### src/rtl/cdb_pkg.sv
// rtl/cdb_pkg.sv - shared constants and tag type for the CDB writeback stage
package cdb_pkg;

  localparam int N_FU  = 4;
  localparam int TAG_W = 4;

  typedef logic [TAG_W-1:0] tag_t;

  // Tag value meaning "no producer pending, register value is ready".
  localparam tag_t NO_TAG = '0;

endpackage

### src/rtl/rr_arbiter.sv
// rtl/rr_arbiter.sv - rotating-priority arbiter, search starts one past the last grant
module rr_arbiter #(
  parameter int N  = 4,
  parameter int IW = (N > 1) ? $clog2(N) : 1
) (
  input  logic [N-1:0]  req,
  input  logic [IW-1:0] ptr,
  output logic [N-1:0]  grant,
  output logic [IW-1:0] grant_idx,
  output logic          any_grant
);

  // Walk ptr+1, ptr+2, ... ptr (mod N) and grant the first requester.
  always_comb begin
    grant     = '0;
    grant_idx = '0;
    any_grant = 1'b0;
    for (int k = 1; k <= N; k++) begin
      if (!any_grant && req[(int'(ptr) + k) % N]) begin
        any_grant                     = 1'b1;
        grant[(int'(ptr) + k) % N]    = 1'b1;
        grant_idx                     = IW'((int'(ptr) + k) % N);
      end
    end
  end

endmodule

### src/rtl/cdb_writeback.sv
// rtl/cdb_writeback.sv - CDB arbitration, broadcast register and Qi register-status table
module cdb_writeback
  import cdb_pkg::*;
(
  input  logic                    clk,
  input  logic                    rst,
  input  logic                    flush,
  input  logic [N_FU-1:0]         fu_valid,
  output logic [N_FU-1:0]         fu_ready,
  input  logic [N_FU*TAG_W-1:0]   fu_tag,
  input  logic [N_FU*32-1:0]      fu_data,
  input  logic                    issue_en,
  input  logic [4:0]              issue_rd,
  input  tag_t                    issue_tag,
  input  logic [4:0]              qi_addr_A,
  input  logic [4:0]              qi_addr_B,
  output tag_t                    qi_A,
  output tag_t                    qi_B,
  output logic                    cdb_valid,
  output tag_t                    cdb_tag,
  output logic [31:0]             cdb_data,
  output logic [4:0]              Wt_addr,
  output logic [31:0]             Wt_data,
  output logic                    EN
);

  localparam int IDX_W = (N_FU > 1) ? $clog2(N_FU) : 1;

  // r0 has no entry: it never has a producer.
  tag_t              qi [1:31];

  logic [IDX_W-1:0]  ptr;
  logic [IDX_W-1:0]  gnt_idx;
  logic [N_FU-1:0]   gnt;
  logic              gnt_any;
  logic              blocked;
  logic              xfer;
  tag_t              sel_tag;
  logic [31:0]       sel_data;
  logic              match;
  logic [4:0]        match_rd;

  rr_arbiter #(.N(N_FU), .IW(IDX_W)) u_arb (
    .req       (fu_valid),
    .ptr       (ptr),
    .grant     (gnt),
    .grant_idx (gnt_idx),
    .any_grant (gnt_any)
  );

  // Reset and flush withhold the grant so the source keeps its result and retries.
  assign blocked  = rst | flush;
  assign fu_ready = blocked ? '0 : gnt;
  assign xfer     = gnt_any & ~blocked;

  assign sel_tag  = fu_tag[gnt_idx*TAG_W +: TAG_W];
  assign sel_data = fu_data[gnt_idx*32 +: 32];

  assign qi_A = (qi_addr_A == 5'd0) ? NO_TAG : qi[qi_addr_A];
  assign qi_B = (qi_addr_B == 5'd0) ? NO_TAG : qi[qi_addr_B];

  // Lowest register waiting on the broadcast tag; no match means a WAW-superseded result.
  always_comb begin
    match    = 1'b0;
    match_rd = 5'd0;
    for (int r = 31; r >= 1; r--) begin
      if (sel_tag != NO_TAG && qi[r] == sel_tag) begin
        match    = 1'b1;
        match_rd = 5'(r);
      end
    end
  end

  // Qi table: clear on commit, then a same-cycle issue to that register overrides the clear.
  always_ff @(posedge clk) begin
    if (rst || flush) begin
      for (int r = 1; r <= 31; r++) qi[r] <= NO_TAG;
    end else begin
      if (xfer && match) qi[match_rd] <= NO_TAG;
      if (issue_en && issue_rd != 5'd0) qi[issue_rd] <= issue_tag;
    end
  end

  // Broadcast and register-file write port; tag/data/address hold when idle.
  always_ff @(posedge clk) begin
    if (rst) begin
      cdb_valid <= 1'b0;
      cdb_tag   <= NO_TAG;
      cdb_data  <= '0;
      EN        <= 1'b0;
      Wt_addr   <= '0;
      Wt_data   <= '0;
      ptr       <= IDX_W'(N_FU - 1);
    end else if (flush) begin
      cdb_valid <= 1'b0;
      EN        <= 1'b0;
      ptr       <= IDX_W'(N_FU - 1);
    end else if (xfer) begin
      cdb_valid <= 1'b1;
      cdb_tag   <= sel_tag;
      cdb_data  <= sel_data;
      EN        <= match;
      ptr       <= gnt_idx;
      if (match) begin
        Wt_addr <= match_rd;
        Wt_data <= sel_data;
      end
    end else begin
      cdb_valid <= 1'b0;
      EN        <= 1'b0;
    end
  end

endmodule

### config.mk
export PLATFORM = sky130hd
export DESIGN_NAME = cdb_writeback
export DESIGN_NICKNAME = d
export VERILOG_FILES = /design/src/rtl/cdb_pkg.sv /design/src/rtl/rr_arbiter.sv /design/src/rtl/cdb_writeback.sv
export SDC_FILE = /design/constraint.sdc
export NUM_CORES = 1
export LEC_CHECK = 0
export BUFFER_PORTS_ARGS = -buffer_cell sky130_fd_sc_hd__buf_2
export CAP_MARGIN = 10
export CORE_ASPECT_RATIO = 0.7
export CORE_MARGIN = 4
export CORE_UTILIZATION = 40
export CTS_BUF_LIST = sky130_fd_sc_hd__clkbuf_4 sky130_fd_sc_hd__clkbuf_8
export DETAILED_ROUTE_END_ITERATION = 6
export PLACE_DENSITY_LB_ADDON = 0.3
export SLEW_MARGIN = 20
export SYNTH_ARGS = -nofsm -noshare
export SYNTH_HDL_FRONTEND = slang
export SYNTH_SLANG_ARGS = --single-unit
### constraint.sdc
create_clock -name clk -period 5.49 [get_ports clk]
set_clock_uncertainty 0.1 [all_clocks]
set_input_delay 0.2745 -clock clk [delete_from_list [all_inputs] [get_ports clk]]
set_output_delay 0.2745 -clock clk [all_outputs]
set_load 0.1 [all_outputs]
==> reports/summary.txt <==
Leak: 7.52 nW
FFs w/ async S/R, synth: 0
Buf/Inv on CP: 5
#FFs+latches synth: 205
Mean area per synthesized cell: 9.51 um^2
Post-synth top area share: 0.274
Clock Tree Root: clkbuf_8
Clock latency on the worst-skew pair: 540 ps
Final worst setup slack: 202 ps
Gr ovfl total: 0
R2r worst-path depth: 18
Commonest non-fill, non-tap cells in the layout: buf_2 (257), nor2_1 (229), edfxtp_1 (128), buf_4 (103), nand2_1 (102)
Post-synthesis sequential area ratio: 0.384
Initial antenna violation count: 2
Fmax: 0.189 GHz
Worst Setup End Kind: flip-flop
M1 WL: 21.7 mm
Layout cells sized above 1: 0.316
Port bufs: 257
R2R Setup Slk: 200 ps
GP Congestion: 0.968
Synth area leader: edfxtp_1
First-pass GRT wire length: 73.9 mm
Startpoint types: flip-flop
PwrDens: 500 nW/um^2
Number of synthesized flops with an enable pin: 128
TritonCTS clock tree: yes
Synthesized instance count: 1,476
Hold-fix buffers, CTS: 0
Levels on crit path: 18
ANT nets after route: 0
Final Slew Violations: 0
Maximum vdd drop: 356 uV
Ys flop type: edfxtp_1
Wire length on met3: 6.25 mm
Slowest CP cell: or4_1
Vias in the first global route: 12,012
Maxcap violations: 0
Starting density of the core: 0.405
DRT iter0 DRCs: 1,687
Largest net degree at the start of global routing: 73
Clock sinks: 205
Die area: 38,200 um^2
Minimum clock period after layout: 5290 ps
Tcrit/Tclk final: 0.963
I/O pin cnt: 258
Slew margin rel.: 0.374
RR Startpoint: ptr[0]
Post-layout nets: 1,937
Hold depth: 5
WL final: 50.4 mm
CTS buffer count: 36
Site Rows: 57
Commonest non-fill, non-tap cell in the layout: buf_2
Worst slew pin tran: 939 ps
Hold Startpoint: fu_data[77]
Largest stage delay on the critical path: 540 ps
Count of final setup violators: 0
Hold Path End: cdb_data[13]
Kind of critical path: reg2reg
Min-Delay Path Class: in2reg
Max Root-Sink Buffers: 3
Register clock-pin slew on the reported worst setup and hold paths: 70 ps
Wire length on met2: 21.8 mm
Core Footprint: 34,700 um^2
DR DRC count: 0
Drt pass-1 iters: 6
Highest metal used: met5
Pre-CTS setup slack: -27.5 ps
YS warnings: 0
CP top delay family: compound AO/OA/AOI/OAI gates
DP HPWL: 37.3 mm
Worst-path maximum fanout: 26
Outcome: finished, final reports clean
CTS H-tree lvls: 2
GRT Overall Usage: 0.253
R2r endpoint: qi[5][0]
Cells along the critical path: inv_1, ha_1, mux4_2, nor2b_1, buf_4, o211ai_1, a32oi_1, buf_4, mux2i_4, buf_12, or4_1, a311oi_4, inv_1, o311ai_1, o211ai_1, a2bb2oi_2, nor2_1, o31ai_2
Netlist cell types: 83
Final Hold Vio Count: 0
P&R area growth vs syn: 22.1%
DR WL/cell: 22.3 um
Chip width: 232 um
Synth area leaders: edfxtp_1 (27%), mux4_2 (13%), dfxtp_1 (11%)
WP data required: 5570 ps
Vias: 13,018
WHS: 63.9 ps
WP data arrival: 5370 ps
Die height: 165 um
Vias per cell: 5.77
Post-Syn Area: 14,000 um^2
worst max-delay path by stage:
stage                      start   endpoint
after floorplan           ptr[0]  qi[13][0]
after CTS                 ptr[0]  qi[28][0]
final                     ptr[0]   qi[5][0]
after detailed placement  ptr[0]  qi[28][0]
after global placement    ptr[0]  qi[28][3]
after global routing      ptr[0]  qi[13][2]
cell usage after synthesis, types with 3 or more instances:
| cell type | n |
|---|---|
| nor2_1 | 229 |
| edfxtp_1 | 128 |
| nand2_1 | 103 |
| clkbuf_1 | 90 |
| xor2_1 | 89 |
| mux4_2 | 84 |
| o21ai_0 | 84 |
| nand3_1 | 83 |
| and3_1 | 82 |
| dfxtp_1 | 77 |
| a21oi_1 | 63 |
| and2_1 | 56 |
| xnor2_1 | 30 |
| nor4_1 | 25 |
| mux2i_1 | 19 |
| o21ai_1 | 18 |
| nor3_1 | 16 |
| buf_1 | 11 |
| buf_2 | 11 |
| buf_4 | 11 |
| inv_1 | 10 |
| nand2b_1 | 9 |
| o211ai_1 | 9 |
| ha_1 | 8 |
| nor2b_1 | 8 |
| nor3b_1 | 7 |
| a221oi_1 | 6 |
| nand4_1 | 6 |
| or2_2 | 5 |
| or3_1 | 5 |
| a21o_1 | 4 |
| a22oi_1 | 4 |
| buf_6 | 4 |
| nor4_2 | 4 |
| o221ai_1 | 4 |
| or4_1 | 4 |
| a32oi_1 | 3 |
| nand3_2 | 3 |
| nand3b_1 | 3 |
| o211a_1 | 3 |
| o21ai_2 | 3 |
| o22ai_1 | 3 |
| o311a_1 | 3 |
| o41ai_1 | 3 |
layout make-up:
| type | instances | area, um^2 |
|---|---|---|
| well taps | 472 | 591 |
| clock buffers | 49 | 631 |
| inverters | 12 | 45.0 |
| flip-flops and latches | 205 | 5390 |
| fillers | 3296 | 17500 |
| diodes | 1 | 2.50 |
| clock inverters | 14 | 70.1 |
| repair buffers | 365 | 2150 |
| multi-input cells | 1138 | 8260 |
routing by layer:
layer | up-vias | track usage
met3 | 53 | 0.0803
met5 | - | 0
met4 | 2 | 0.0434
met2 | 733 | 0.369
met1 | 6298 | 0.373
li1 | 5932 | -
stage by stage:
step / instance area, um^2 / utilization / total power [mW] / setup TNS [ps] / cells
after floorplan: 14100 / - / 5.42 / -501 / 1483
after global placement: 16200 / 0.469 / 6.98 / -3.61 / 2187
after detailed placement: 16200 / 0.469 / 6.99 / -130 / 2187
after CTS: 17000 / 0.489 / 8.42 / 0 / 2251
after global routing: 17100 / 0.494 / 8.98 / -32.6 / 2255
final: 17100 / 0.494 / 8.57 / 0 / 2256
sequential cells by signal (all words and copies together) (netlist names):
signal	flops
qi	128
Wt_data	32
cdb_data	32
Wt_addr	5
cdb_tag	4
ptr	2
EN	1
cdb_valid	1
logic make-up after synthesis:
kind of cell             count (synthesis)  synth area share
AO/OA/AOI/OAI                          244             0.110
XOR/XNOR                               119            0.0743
adder cells (fa/ha/maj)                  8           0.00713
buffers and inverters                  140            0.0447
flip-flops                             205             0.384
multiplexers                           106             0.151
other                                    1          0.000267
AND/OR/NAND/NOR                        653             0.228
timing repair:
action | in CTS | in global routing
resized for setup | 1 | 25
setup endpoints to repair | 18 | 158
pin swaps | 0 | 6
setup buffers | 1 | 4
worst min-delay path, cell delays in order:
cell	delay [ps]
buf_2	90
nand2_1	50
nand3_1	60
o21ai_0	100
o21ai_0	80
where the power goes:
group / internal [mW] / switching, mW
logic: 1.61 / 3.55
registers: 1.86 / 0.157
clock network: 0.748 / 0.652
total: 4.22 / 4.35
Note: power is estimated with default switching activity, not from simulation.
